--- src/rtl/vjtag_dr_endpoint_pkg.sv ---
// Shared definitions for the virtual JTAG DR endpoint: IR codes and STATUS layout.
package vjtag_ep_pkg;

    typedef enum logic [1:0] {
        IR_BYPASS = 2'b00,
        IR_WRITE  = 2'b01,
        IR_READ   = 2'b10,
        IR_STATUS = 2'b11
    } ir_code_e;

    // STATUS capture word layout, LSB first
    localparam int unsigned ST_TX_UNF     = 0;
    localparam int unsigned ST_RX_OVF     = 1;
    localparam int unsigned ST_TX_FULL    = 2;
    localparam int unsigned ST_RX_CNT_LSB = 3;
    localparam int unsigned ST_RX_CNT_W   = 5;

endpackage

--- src/rtl/vjtag_dr_endpoint_if.sv ---
// Hub-facing scan signals plus fabric-facing RX/TX handshakes of the DR endpoint.
interface vjtag_dr_endpoint_if #(
    parameter int unsigned DATA_W = 8
);
    logic              tdi;
    logic              tdo;
    logic [1:0]        ir_in;
    logic [1:0]        ir_out;
    logic              virtual_state_cdr;
    logic              virtual_state_sdr;
    logic              virtual_state_udr;
    logic [DATA_W-1:0] rx_data;
    logic              rx_valid;
    logic              rx_ready;
    logic [DATA_W-1:0] tx_data;
    logic              tx_valid;
    logic              tx_ready;

    // Hub and fabric side together drive the endpoint's inputs
    modport master (
        output tdi, ir_in, virtual_state_cdr, virtual_state_sdr, virtual_state_udr,
        output rx_ready, tx_data, tx_valid,
        input  tdo, ir_out, rx_data, rx_valid, tx_ready
    );

    // The endpoint itself
    modport slave (
        input  tdi, ir_in, virtual_state_cdr, virtual_state_sdr, virtual_state_udr,
        input  rx_ready, tx_data, tx_valid,
        output tdo, ir_out, rx_data, rx_valid, tx_ready
    );

endinterface

--- src/rtl/vjtag_dr_endpoint_fifo.sv ---
// Single-clock FIFO; a push while full succeeds only when a pop frees a slot in the same cycle.
module vjtag_sync_fifo #(
    parameter  int unsigned DATA_W = 8,
    parameter  int unsigned DEPTH  = 4,
    localparam int unsigned PTR_W  = (DEPTH > 1) ? $clog2(DEPTH) : 1,
    localparam int unsigned CNT_W  = $clog2(DEPTH + 1)
) (
    input  logic              clk,
    input  logic              rst,
    input  logic              push,
    input  logic [DATA_W-1:0] push_data,
    input  logic              pop,
    output logic [DATA_W-1:0] pop_data,
    output logic              full,
    output logic              empty,
    output logic [CNT_W-1:0]  count
);

    logic [DATA_W-1:0] mem [DEPTH];
    logic [PTR_W-1:0]  wr_ptr;
    logic [PTR_W-1:0]  rd_ptr;
    logic              do_push;
    logic              do_pop;

    assign empty    = (count == '0);
    assign full     = (count == CNT_W'(DEPTH));
    assign do_pop   = pop && !empty;
    assign do_push  = push && (!full || do_pop);
    assign pop_data = empty ? '0 : mem[rd_ptr];

    // Storage array, no reset needed since reads are masked while empty
    always_ff @(posedge clk) begin
        if (do_push) begin
            mem[wr_ptr] <= push_data;
        end
    end

    // Pointers wrap naturally because DEPTH is a power of two
    always_ff @(posedge clk or posedge rst) begin
        if (rst) begin
            wr_ptr <= '0;
            rd_ptr <= '0;
            count  <= '0;
        end else begin
            if (do_push) begin
                wr_ptr <= wr_ptr + 1'b1;
            end
            if (do_pop) begin
                rd_ptr <= rd_ptr + 1'b1;
            end
            if (do_push && !do_pop) begin
                count <= count + 1'b1;
            end else if (do_pop && !do_push) begin
                count <= count - 1'b1;
            end
        end
    end

endmodule

--- src/rtl/vjtag_dr_endpoint.sv ---
// Virtual JTAG DR endpoint: BYPASS/WRITE/READ/STATUS over a shared DR, RX FIFO and TX holding register.
module vjtag_dr_endpoint
    import vjtag_ep_pkg::*;
#(
    parameter int unsigned DATA_W   = 8,
    parameter int unsigned RX_DEPTH = 4
) (
    input logic               tck,
    input logic               reset,
    vjtag_dr_endpoint_if.slave bus
);

    localparam int unsigned CNT_W = $clog2(RX_DEPTH + 1);

    ir_code_e          ir;
    logic              cdr;
    logic              udr;
    logic              sdr;
    logic [DATA_W-1:0] sr;
    logic [DATA_W-1:0] tx_hold;
    logic [DATA_W-1:0] status_word;
    logic              byp;
    logic              tx_full;
    logic              rx_ovf;
    logic              tx_unf;
    logic              rx_push;
    logic              rx_full;
    logic              rx_empty;
    logic [CNT_W-1:0]  rx_count;

    assign ir  = ir_code_e'(bus.ir_in);
    // Strobe priority CDR > UDR > SDR
    assign cdr = bus.virtual_state_cdr;
    assign udr = bus.virtual_state_udr && !cdr;
    assign sdr = bus.virtual_state_sdr && !cdr && !udr;

    assign rx_push = udr && (ir == IR_WRITE);

    vjtag_sync_fifo #(
        .DATA_W (DATA_W),
        .DEPTH  (RX_DEPTH)
    ) u_rx_fifo (
        .clk       (tck),
        .rst       (reset),
        .push      (rx_push),
        .push_data (sr),
        .pop       (bus.rx_ready),
        .pop_data  (bus.rx_data),
        .full      (rx_full),
        .empty     (rx_empty),
        .count     (rx_count)
    );

    assign bus.rx_valid = !rx_empty;
    assign bus.tx_ready = !tx_full;
    assign bus.tdo      = (ir == IR_BYPASS) ? byp : sr[0];

    // Assemble the STATUS capture word from live flags and FIFO occupancy
    always_comb begin
        status_word             = '0;
        status_word[ST_TX_UNF]  = tx_unf;
        status_word[ST_RX_OVF]  = rx_ovf;
        status_word[ST_TX_FULL] = tx_full;
        status_word[ST_RX_CNT_LSB +: ST_RX_CNT_W] = ST_RX_CNT_W'(rx_count);
    end

    // Scan chain, TX holding register and sticky error flags
    always_ff @(posedge tck or posedge reset) begin
        if (reset) begin
            sr      <= '0;
            byp     <= 1'b0;
            tx_hold <= '0;
            tx_full <= 1'b0;
            rx_ovf  <= 1'b0;
            tx_unf  <= 1'b0;
        end else begin
            // A fabric load needs tx_full=0 and a READ capture needs tx_full=1, so they never collide
            if (bus.tx_valid && !tx_full) begin
                tx_hold <= bus.tx_data;
                tx_full <= 1'b1;
            end
            if (cdr) begin
                case (ir)
                    IR_BYPASS: byp <= 1'b0;
                    IR_WRITE:  ;
                    IR_READ: begin
                        if (tx_full) begin
                            sr      <= tx_hold;
                            tx_full <= 1'b0;
                        end else begin
                            sr     <= '0;
                            tx_unf <= 1'b1;
                        end
                    end
                    IR_STATUS: sr <= status_word;
                    default:   ;
                endcase
            end else if (udr) begin
                // A same-cycle pop frees a slot, so a push into a full FIFO is not an overflow then
                if ((ir == IR_WRITE) && rx_full && !bus.rx_ready) begin
                    rx_ovf <= 1'b1;
                end
                if ((ir == IR_STATUS) && sr[0]) begin
                    rx_ovf <= 1'b0;
                    tx_unf <= 1'b0;
                end
            end else if (sdr) begin
                if (ir == IR_BYPASS) begin
                    byp <= bus.tdi;
                end else begin
                    sr <= {bus.tdi, sr[DATA_W-1:1]};
                end
            end
        end
    end

    // Registered IR capture value so the host sees it at Capture-IR
    always_ff @(posedge tck or posedge reset) begin
        if (reset) begin
            bus.ir_out <= 2'b00;
        end else begin
            bus.ir_out <= {!rx_empty, tx_full};
        end
    end

endmodule
--- src/flat_wrapper.sv ---
// flat-port wrapper written by rule: the top's interface ports become plain ports
module vjtag_dr_endpoint_flat import vjtag_ep_pkg::*;
#(
    parameter int unsigned DATA_W   = 8,
    parameter int unsigned RX_DEPTH = 4
)
  (tck, reset, bus_tdi, bus_ir_in, bus_virtual_state_cdr, bus_virtual_state_sdr, bus_virtual_state_udr, bus_rx_ready, bus_tx_data, bus_tx_valid, bus_tdo, bus_ir_out, bus_rx_data, bus_rx_valid, bus_tx_ready);
  vjtag_dr_endpoint_if #(.DATA_W(DATA_W)) bus_i ();
  input logic tck;
  input logic reset;
  input wire logic [$bits(bus_i.tdi)-1:0] bus_tdi;
  input wire logic [$bits(bus_i.ir_in)-1:0] bus_ir_in;
  input wire logic [$bits(bus_i.virtual_state_cdr)-1:0] bus_virtual_state_cdr;
  input wire logic [$bits(bus_i.virtual_state_sdr)-1:0] bus_virtual_state_sdr;
  input wire logic [$bits(bus_i.virtual_state_udr)-1:0] bus_virtual_state_udr;
  input wire logic [$bits(bus_i.rx_ready)-1:0] bus_rx_ready;
  input wire logic [$bits(bus_i.tx_data)-1:0] bus_tx_data;
  input wire logic [$bits(bus_i.tx_valid)-1:0] bus_tx_valid;
  output wire logic [$bits(bus_i.tdo)-1:0] bus_tdo;
  output wire logic [$bits(bus_i.ir_out)-1:0] bus_ir_out;
  output wire logic [$bits(bus_i.rx_data)-1:0] bus_rx_data;
  output wire logic [$bits(bus_i.rx_valid)-1:0] bus_rx_valid;
  output wire logic [$bits(bus_i.tx_ready)-1:0] bus_tx_ready;
  assign bus_i.tdi = bus_tdi;
  assign bus_i.ir_in = bus_ir_in;
  assign bus_i.virtual_state_cdr = bus_virtual_state_cdr;
  assign bus_i.virtual_state_sdr = bus_virtual_state_sdr;
  assign bus_i.virtual_state_udr = bus_virtual_state_udr;
  assign bus_i.rx_ready = bus_rx_ready;
  assign bus_i.tx_data = bus_tx_data;
  assign bus_i.tx_valid = bus_tx_valid;
  assign bus_tdo = bus_i.tdo;
  assign bus_ir_out = bus_i.ir_out;
  assign bus_rx_data = bus_i.rx_data;
  assign bus_rx_valid = bus_i.rx_valid;
  assign bus_tx_ready = bus_i.tx_ready;
  vjtag_dr_endpoint #(.DATA_W(DATA_W), .RX_DEPTH(RX_DEPTH)) u_core (.tck(tck), .reset(reset), .bus(bus_i));
endmodule
--- config.mk ---
export PLATFORM = sky130hd
export DESIGN_NAME = vjtag_dr_endpoint_flat
export DESIGN_NICKNAME = d
export VERILOG_FILES = /design/src/rtl/vjtag_dr_endpoint_pkg.sv /design/src/rtl/vjtag_dr_endpoint_if.sv /design/src/rtl/vjtag_dr_endpoint_fifo.sv /design/src/rtl/vjtag_dr_endpoint.sv /design/src/flat_wrapper.sv
export SDC_FILE = /design/constraint.sdc
export NUM_CORES = 1
export LEC_CHECK = 0
export CAP_MARGIN = 25
export CORE_ASPECT_RATIO = 0.7
export CORE_UTILIZATION = 43
export DETAILED_ROUTE_END_ITERATION = 10
export PLACE_DENSITY = 0.66
export SYNTH_ARGS = -nofsm -noshare
export SYNTH_HDL_FRONTEND = slang
export SYNTH_SLANG_ARGS = --single-unit
--- constraint.sdc ---
create_clock -name tck -period 2.15 [get_ports tck]
set_clock_uncertainty 0.1 [all_clocks]
set_input_delay 0.3225 -clock tck [delete_from_list [all_inputs] [get_ports tck]]
set_output_delay 0.3225 -clock tck [all_outputs]
set_load 0.03 [all_outputs]
==> results of run 1 <==
cell usage after synthesis (all sizes together), types with 5 or more instances:
library cell	count	area share, %
and2	13	3.0
buf	9	1.8
clkbuf	6	0.82
dfrtp	29	26
edfxtp	32	35
ha	5	2.3
inv	14	1.9
mux2	11	4.6
mux4	8	6.6
nand2	10	1.4
nand3	6	1.1
o211a	5	1.8
o21ai	5	0.91
o221ai	5	1.6
o22ai	6	1.4
or2	5	1.1
critical path: stages, from the launching register on:
cell and delay, ns:
dfrtp_1 0.43, buf_6 0.16, mux4_2 0.51, and2_4 0.16, buf_6 0.13
kinds of logic (layout without fill, tap and decap cells):
logic type	after synthesis	after routing	share of synthesized area, %
DFF	61	61	61.4
xor gates and xnor gates	6	6	1.91
muxes	20	20	11.6
buffers and inverters	29	88	4.55
AOI/OAI and AO/OA	28	28	7.70
adders and majority gates	6	6	3.01
and+or+nand+nor	46	46	9.88
layer usage:
metal | share of wire (%) | vias up | GRT usage, %
met2 | 44 | 42 | 26.7
met4 | 0.73 | 0 | 5.70
met5 | 0 | - | 0
met3 | 5.3 | 4 | 7.06
li1 | - | 819 | -
met1 | 50 | 874 | 26.2
power by group through the flow:
stage          registers [uW]  clock network [uW]  logic, uW
2_1_floorplan            1730                   0       1040
3_3_place_gp             1790                   0       1580
3_5_place_dp             1800                   0       1590
4_1_cts                  1780                 997       1580
5_1_grt                  1840                1060       1940
6_report                 1790                 978       1780
timing repair:
action | CTS | global route
resized for setup | 46 | 44
gates cloned | 0 | 0
pin swaps | 0 | 11
endpoints found under the setup margin | 9 | 11
endpoints found under the hold margin | 0 | 0
buffers inserted | 1 | 4
area by class of cell:
cell class	count	share of cell area, %
clock buffers	9	3.49
inverters	14	1.48
flip-flops and latches	61	47.6
multi-input cells	106	27.8
repair buffers	58	15.1
well taps	75	2.65
clock inverters	7	1.87
path summary, 6_finish.rpt:
| kind | start | to | cells past startpoint |
|---|---|---|---|
| worst max-delay path | u_core.u_rx_fifo.rd_ptr[0] | bus_rx_data[1] | 4 |
| worst max register to register | u_core.u_rx_fifo.count[0] | u_core.u_rx_fifo.count[1] | 6 |
| worst min register to register | u_core.tx_unf | u_core.tx_unf | 1 |
| min in group tck | bus_rx_ready | u_core.u_rx_fifo.rd_ptr[1] | 4 |
| worst min-delay path | reset | u_core.u_rx_fifo.count[2] | 3 |
| max in group asynchronous | reset | u_core.u_rx_fifo.count[0] | 3 |
sequential cells by signal, summed over array words and instances, names as in the netlist:
register,count
u_core.tx_full,1
u_core.bus.ir_out,2
u_core.tx_hold,8
u_core.tx_unf,1
u_core.u_rx_fifo.wr_ptr,2
u_core.byp,1
u_core.u_rx_fifo.count,3
u_core.sr,8
u_core.rx_ovf,1
u_core.u_rx_fifo.rd_ptr,2
u_core.u_rx_fifo.mem,32
layout by cell type (no fill, tap or decap), types with 2 or more instances in the layout:
cell	count
o22ai_1	6
dlymetal6s2s_1	3
mux2_2	10
clkdlybuf4s50_1	17
xor2_1	2
ha_1	4
o221ai_1	5
o21ai_0	5
buf_4	25
clkinvlp_4	2
nor2b_1	2
edfxtp_1	32
and2_4	8
nand2_1	9
o32ai_1	2
or2_2	5
clkinv_1	2
nand3_1	6
xnor2_1	4
o211a_1	5
and2_1	5
buf_6	12
dfrtp_1	28
inv_1	13
nor2_1	2
clkbuf_8	9
mux4_2	8
metrics by stage:
stage          setup slack, ns  total power [uW]  hold WS, ns  setup TNS (ns)  cells
3_5_place_dp            -0.332              3390        0.381           -6.32    311
5_1_grt                -0.0498              4840        0.308          -0.204    330
3_3_place_gp            -0.320              3370        0.388           -5.90    311
2_1_floorplan           0.0106              2760        0.249               0    196
4_1_cts                 -0.104              4350        0.264          -0.178    328
6_report                0.0188              4550        0.256               0    330
==> run_results.csv, run 1 <==
group,metric,value,unit
setup_path,required,1.73,ns
floorplanning,coreArea,0.00593,mm^2
floorplanning,rows,23,
floorplanning,die_y,68.9,um
global_route,grt_pass1_wl,9.02,mm
setup_path,r2r_slack,0.05,ns
sta,finalCritPeriodShare,99.1,%
routing,wl_per_cell,16.3,um
layout,fin_area,0.00354,mm^2
power,p_leak,0.00148,uW
synth,ys.flop_type,"edfxtp_1",
clock_network,clock_sinks,61,
clock_network,cts-root-buf,"clkbuf_8",
layout,multiInputGateArea,985,um^2
power,switchingPower,1500,uW
layout,regArea,0.00169,mm^2
power,clock_power_share,21.5,%
setup_path,cp_max_fo,4,
synth,syn_nets,220,
floorplanning,start_util,46.3,%
clock_network,clk_pin_slew_worst_paths,0.07,ns
global_route,grt_max_degree,30,
synth,synth_seq_area_share,61.4,%
power,seqPwrFrac,39.4,%
synth,ys_types,38,
power,ir_drop,0.713,mV
clock_network,cts_made_buffers,9,
place,place_area,0.00325,mm^2
layout,utilization,59.8,%
layout,nFillCells,484,
sta,grt_setup_unrepaired,"true",
sta,finalSetupViolCount,0,
setup_path,path_class,"register to output port",
sta,fin_crit,2.13,ns
place,dpl.hpwl,3.70,mm
layout,area_growth,29.0,%
floorplanning,die_x,97.5,um
run,drv_cap,0,
synth,ys.warnings.count,0,
routing,totalWireLength,5.38,mm
synth,async_reset_ff_share,47.5,%
layout,drive_above_1_share,36.1,%
clock_network,postCtsHoldBufs,0,
clock_network,htreeDepth,3,
synth,postSynthAreaPerCell,14.0,um^2
clock_network,worst_skew_pair.late_latency,0.33,ns
hold_path,hold_path.class,"input port to asynchronous set/reset pin",
routing,drtIter0Drc,123,
synth,synth_seq_cells,61,
setup_path,start_kind,"register",
sta,timing.fmax,0.469,GHz
clock_network,cts_tree,"yes",
routing,remaining_drc_errors,0,
layout,final_nets,274,
synth,synth_edf_count,32,
floorplanning,io_pins,31,
power,p_sw_share,32.9,%
global_route,grt.overflow.total,0,
routing,vias_per_cell,5.27,
power,power_density,1280,mW/mm^2
sta,relSlewSlack,70.0,%
place,io_buffer_count,30,
global_route,antenna_found_initial,0,
sta,final_max_slew_viol_count,0,
global_route,grt_pass1_vias,1742,
outcome,status,"finished, final reports clean",
power,intPower,3050,uW
power,combPwrFrac,39.1,%
sta,worstMarginPinSlew,0.450,ns
synth,synthCells,196,
clock_network,cts_max_path_buffers,2,
floorplanning,die_area,0.00672,mm^2
setup_path,worst_setup_path_end_kind,"output port",
setup_path,cp.arrival,1.71,ns
routing,drtAntennaViolNets,0,
synth,syn_area,0.00275,mm^2
global_route,gr-usage-all-layers,18.6,%
layout,diodes,0,
routing,via_count,1739,
sta,final-hold-violation-count,0,
place,gp_congestion,0.783,
routing,firstDrtPassIters,4,
(Power assumes the default switching activity.)
==> inputs of run 2 (changes only) <==
--- a/config.mk
+++ b/config.mk
@@ -9,7 +9,8 @@
 export CORE_ASPECT_RATIO = 0.7
 export CORE_UTILIZATION = 43
 export DETAILED_ROUTE_END_ITERATION = 10
-export PLACE_DENSITY = 0.66
+export DONT_BUFFER_PORTS = 1
+export HOLD_SLACK_MARGIN = 0.1
 export SYNTH_ARGS = -nofsm -noshare
 export SYNTH_HDL_FRONTEND = slang
 export SYNTH_SLANG_ARGS = --single-unit
==> run 2 against run 1 <==
The flow now finishes with violations (negative setup slack). Via count is 7.1% lower. Sequential share of layout area is 3.7 points higher. First-iteration DRC count fell by 32%. Maximum frequency down 1.7%. Global-route usage is 0.62 points lower. Die area unchanged. Power fell by 5.5%. Critical path type is now register to register. Largest cell class unchanged. Highest routed layer unchanged.
==> run_results.csv, run 2 (same netlist as run 1, synthesis figures left out) <==
group,metric,value,unit
layout,top_register,"u_core.u_rx_fifo.mem",
floorplanning,die_area,0.00672,mm^2
setup_path,path_class,"register to register",
place,gp_congestion,0.803,
floorplanning,rows,23,
layout,largest_reg_flops,32,
power,p_leak,0.00130,uW
floorplanning,io_pins,31,
routing,firstDrtPassIters,4,
setup_path,start_kind,"register",
sta,finalCritPeriodShare,101,%
power,power_density,1310,mW/mm^2
hold_path,min_from,"bus_virtual_state_cdr",
global_route,grt.overflow.total,0,
layout,top_regs,"u_core.u_rx_fifo.mem: 32 flops, u_core.sr: 8 flops, u_core.tx_hold: 8 flops",
hold_path,holdPathStages,2,
setup_path,max_stage_delay,0.43,ns
setup_path,cp_cell_sequence,"nor4b_4 -> and4bb_2 -> ha_4 -> inv_2 -> fa_2 -> mux2_2",
hold_path,hold_path.class,"input port to register",
routing,vias_per_cell,5.37,
routing,remaining_drc_errors,0,
layout,layout_commonest_cell,"edfxtp_1",
clock_network,cts_made_buffers,9,
sta,fin_crit,2.17,ns
sta,final-hold-violation-count,0,
routing,via_count,1615,
routing,wl_met3,199,um
sta,final_max_slew_viol_count,0,
outcome,status,"finished, violations left",
sta,finalSetupViolCount,1,
global_route,grt_max_degree,30,
setup_path,rr_worst_depth,6,
floorplanning,coreArea,0.00593,mm^2
setup_path,required,2.27,ns
global_route,grt_pass1_wl,8.73,mm
clock_network,htreeDepth,3,
power,ir_drop,0.586,mV
setup_path,r2r_start,"u_core.u_rx_fifo.count[0]",
sta,setup_ws,-0.0171,ns
clock_network,cts_max_path_buffers,2,
routing,totalWireLength,5.26,mm
floorplanning,die_x,97.5,um
global_route,gr-usage-all-layers,18.0,%
setup_path,worst_setup_path_end_kind,"register",
layout,area_growth,19.8,%
sta,grt_setup_unrepaired,"true",
layout,utilization,55.5,%
routing,drtAntennaViolNets,0,
sta,relSlewSlack,69.8,%
global_route,grt_pass1_vias,1678,
routing,wl_met1,2.55,mm
global_route,antenna_found_initial,0,
routing,wl_per_cell,17.5,um
floorplanning,die_y,68.9,um
layout,mostFrequentLayoutCells,"edfxtp_1 (32), dfrtp_1 (27), dlygate4sd3_1 (15)",
clock_network,clk_pin_slew_worst_paths,0.06,ns
run,drv_cap,0,
clock_network,cts-root-buf,"clkbuf_8",
clock_network,worst_skew_pair.late_latency,0.33,ns
routing,routed-wl-met2,2.47,mm
clock_network,clock_sinks,61,
place,io_buffer_count,0,
sta,timing.fmax,0.461,GHz
place,dpl.hpwl,3.51,mm
layout,final_nets,245,
routing,drtIter0Drc,84,
routing,highest_layer,"met4",
layout,drive_above_1_share,28.3,%
clock_network,cts_tree,"yes",
setup_path,crit_slowest_cell,"dfrtp_2",
sta,setup_tns,-0.0171,ns
setup_path,cp.arrival,2.28,ns
setup_path,cp_max_fo,3,
outcome,violations,"negative setup slack",
layout,diodes,0,
sta,timing.hold.ws,0.117,ns
sta,worstMarginPinSlew,0.453,ns
floorplanning,start_util,46.3,%
setup_path,crit_start,"u_core.u_rx_fifo.count[0]",
==> run 2: cell count changes in the layout (fill, tap and decap cells not counted), sizes merged, moves of 3 or more <==
| cell | previous run | this run |
|---|---|---|
| clkdlybuf4s50 | 17 | 0 |
| dlymetal6s2s | 3 | 0 |
| buf | 37 | 14 |
| dlygate4sd3 | 0 | 15 |
==> run 2: through the flow <==
| step | setup WS [ns] | power [uW] | instances | cell area, um^2 |
|---|---|---|---|---|
| after floorplan | 0.0106 | 2760 | 196 | 2750 |
| after global placement | 0.0784 | 2980 | 265 | 2840 |
| after detailed placement | -0.0403 | 3030 | 265 | 2840 |
| after CTS | -0.0103 | 4240 | 298 | 3240 |
| after global routing | -0.0830 | 4540 | 301 | 3290 |
| final | -0.0171 | 4300 | 301 | 3290 |
==> run 2: per-layer routing <==
layer	vias up	global-route usage, %
li1	761	-
met1	823	23.2
met2	26	27.7
met3	5	7.76
met4	0	5.70
met5	-	0
==> run 2: cell type report <==
class / count / area, um^2
clock inverters: 6 / 86.3
multi-input cells: 106 / 970
fillers: 478 / 2640
flip-flops and latches: 61 / 1690
clock buffers: 10 / 138
well taps: 75 / 93.8
repair buffers: 29 / 263
inverters: 14 / 52.6
==> run 2: where the power goes <==
part / internal [uW] / switching (uW)
sequential: 1540 / 295
combinational: 654 / 687
clock: 681 / 441
total: 2880 / 1420
==> run 2: timing repair <==
action,CTS,global route
setup endpoints to repair,3,10
endpoints found under the hold margin,42,0
pin swaps,1,6
gates resized for setup,4,10
hold buffers,15,0
setup buffers,2,3
==> run 2: path summary, 6_finish.rpt <==
path                                             end  slack [ns]
max                        u_core.u_rx_fifo.count[1]       -0.02
max reg2reg                u_core.u_rx_fifo.count[1]       -0.02
min in group asynchronous          u_core.tx_hold[4]        0.41
max in group asynchronous  u_core.u_rx_fifo.count[0]        1.25
min                                     u_core.sr[4]        0.12
min reg2reg                            u_core.rx_ovf        0.41
==> run 2: critical path: cells and delay by family (launching register included) <==
family / cells / cell delay [ns]
and+or+nand+nor: 2 / 0.62
adders and majority gates: 2 / 0.59
DFF: 1 / 0.43
muxes: 1 / 0.26
buffers and inverters: 1 / 0.05
==> inputs of run 3 (changes only) <==
--- a/config.mk
+++ b/config.mk
@@ -11,6 +11,7 @@
 export DETAILED_ROUTE_END_ITERATION = 10
 export DONT_BUFFER_PORTS = 1
 export HOLD_SLACK_MARGIN = 0.1
+export SKIP_CTS_REPAIR_TIMING = 1
 export SYNTH_ARGS = -nofsm -noshare
 export SYNTH_HDL_FRONTEND = slang
 export SYNTH_SLANG_ARGS = --single-unit
==> run 3 against run 2 <==
Flip-flop and latch count unchanged. Power down 0.17%. First-iteration DRC count down 25%. Die area unchanged. Clock power about the same. Critical path type unchanged. Routed wire length down 0.49%. Register-to-register slack about the same. Highest routed layer unchanged. Critical path depth unchanged. Sequential power about the same. The run still ends with negative setup slack left.
==> run_results.csv, run 3 (same netlist as run 1, synthesis figures left out) <==
group,metric,value,unit
routing,drtIter0Drc,63,
layout,utilization,55.1,%
sta,timing.fmax,0.463,GHz
routing,via_count,1623,
power,p_leak,0.00129,uW
global_route,grt_pass1_vias,1595,
global_route,grt_pass1_wl,8.44,mm
layout,top_register,"u_core.u_rx_fifo.mem",
floorplanning,rows,23,
sta,relSlewSlack,67.7,%
layout,layout_commonest_cell,"edfxtp_1",
place,io_buffer_count,0,
setup_path,r2r_start,"u_core.u_rx_fifo.count[0]",
sta,final-hold-violation-count,0,
sta,finalCritPeriodShare,100,%
routing,totalWireLength,5.24,mm
setup_path,rr_worst_depth,6,
hold_path,min_from,"bus_ir_in[0]",
clock_network,cts_tree,"yes",
layout,diodes,0,
setup_path,cp.arrival,2.28,ns
sta,timing.hold.ws,0.102,ns
clock_network,cts_made_buffers,9,
sta,fin_crit,2.16,ns
power,power_density,1310,mW/mm^2
routing,drtAntennaViolNets,0,
sta,final_max_slew_viol_count,0,
clock_network,clk_pin_slew_worst_paths,0.07,ns
floorplanning,coreArea,0.00593,mm^2
sta,setup_ws,-0.00833,ns
floorplanning,start_util,46.3,%
setup_path,cp_max_fo,3,
clock_network,cts-root-buf,"clkbuf_8",
routing,firstDrtPassIters,4,
routing,wl_per_cell,17.6,um
layout,final_nets,242,
routing,vias_per_cell,5.45,
hold_path,holdPathStages,2,
power,p_total,4290,uW
floorplanning,die_x,97.5,um
layout,largest_reg_flops,32,
sta,grt_setup_unrepaired,"true",
global_route,grt.overflow.total,0,
power,ir_drop,0.585,mV
setup_path,worst_setup_path_end_kind,"register",
clock_network,htreeDepth,3,
floorplanning,die_area,0.00672,mm^2
hold_path,holdPathEnd,"u_core.tx_unf",
hold_path,hold_path.class,"input port to register",
setup_path,start_kind,"register",
layout,fin_area,0.00327,mm^2
sta,worstMarginPinSlew,0.484,ns
layout,area_growth,19.0,%
floorplanning,io_pins,31,
place,pre_cts_ws,-0.0403,ns
clock_network,clock_sinks,61,
setup_path,r2r_slack,-0.008,ns
place,gp_congestion,0.803,
global_route,gr-usage-all-layers,17.4,%
place,place_area,0.00284,mm^2
layout,drive_above_1_share,28.3,%
global_route,grt_max_degree,30,
run,drv_cap,0,
layout,mostFrequentLayoutCells,"edfxtp_1 (32), dfrtp_1 (27), inv_1 (13), dlygate4sd3_1 (13)",
outcome,status,"finished, violations left",
layout,nFillCells,488,
place,dpl.hpwl,3.51,mm
floorplanning,die_y,68.9,um
setup_path,r2r_end,"u_core.u_rx_fifo.count[1]",
clock_network,worst_skew_pair.late_latency,0.34,ns
setup_path,required,2.27,ns
outcome,violations,"negative setup slack",
sta,finalSetupViolCount,1,
setup_path,path_class,"register to register",
routing,remaining_drc_errors,0,
global_route,antenna_found_initial,0,
layout,top_regs,"u_core.u_rx_fifo.mem: 32 flops, u_core.sr: 8 flops, u_core.tx_hold: 8 flops",
clock_network,cts_max_path_buffers,2,
==> run 3: routing by layer <==
metal / wire [um] / vias to the layer above / track usage [%]
met4: 57 / 0 / 5.51
met3: 212 / 7 / 7.86
li1: - / 757 / -
met1: 2550 / 828 / 22.9
met5: 0 / - / 0
met2: 2420 / 31 / 26.0
==> run 3: cell type report <==
| type | instances | area (um^2) | area share (%) |
|---|---|---|---|
| inverter | 14 | 52.6 | 1.61 |
| multi-input combinational | 106 | 975 | 29.8 |
| timing repair buffer | 26 | 235 | 7.19 |
| clock buffer | 10 | 138 | 4.21 |
| sequential | 61 | 1690 | 51.7 |
| clock inverter | 6 | 86.3 | 2.64 |
| tap | 75 | 93.8 | 2.87 |
==> run 3: report_power, final <==
part | internal (uW) | switching, uW | total (uW) | leakage (uW)
clock | 681 | 442 | 1120 | 0.000112
combinational | 640 | 693 | 1330 | 0.000547
sequential | 1540 | 294 | 1840 | 0.000634
==> run 3: worst max-delay path, stage by stage, from the launching register on <==
cell	delay [ns]
dfrtp_2	0.44
nor4b_4	0.30
and4bb_2	0.30
ha_4	0.17
inv_2	0.05
fa_2	0.42
mux2_2	0.26
==> run 3: worst max path at each step <==
stage | slack (ns) | depth (start not counted) | end | startpoint
after detailed placement | -0.04 | 8 | u_core.u_rx_fifo.count[2] | u_core.u_rx_fifo.count[2]
after floorplan | 0.01 | 7 | u_core.u_rx_fifo.count[1] | u_core.u_rx_fifo.count[0]
after global placement | 0.08 | 8 | u_core.u_rx_fifo.count[2] | u_core.u_rx_fifo.count[2]
final | -0.008 | 6 | u_core.u_rx_fifo.count[1] | u_core.u_rx_fifo.count[0]
after CTS | -0.08 | 8 | u_core.u_rx_fifo.count[2] | u_core.u_rx_fifo.count[2]
after global routing | -0.09 | 6 | u_core.u_rx_fifo.count[1] | u_core.u_rx_fifo.count[0]
==> run 3: per-stage QoR <==
step | setup TNS, ns | cells
after global routing | -0.232 | 298
after detailed placement | -0.0426 | 265
final | -0.00833 | 298
after global placement | 0 | 265
after CTS | -0.121 | 281
after floorplan | 0 | 196
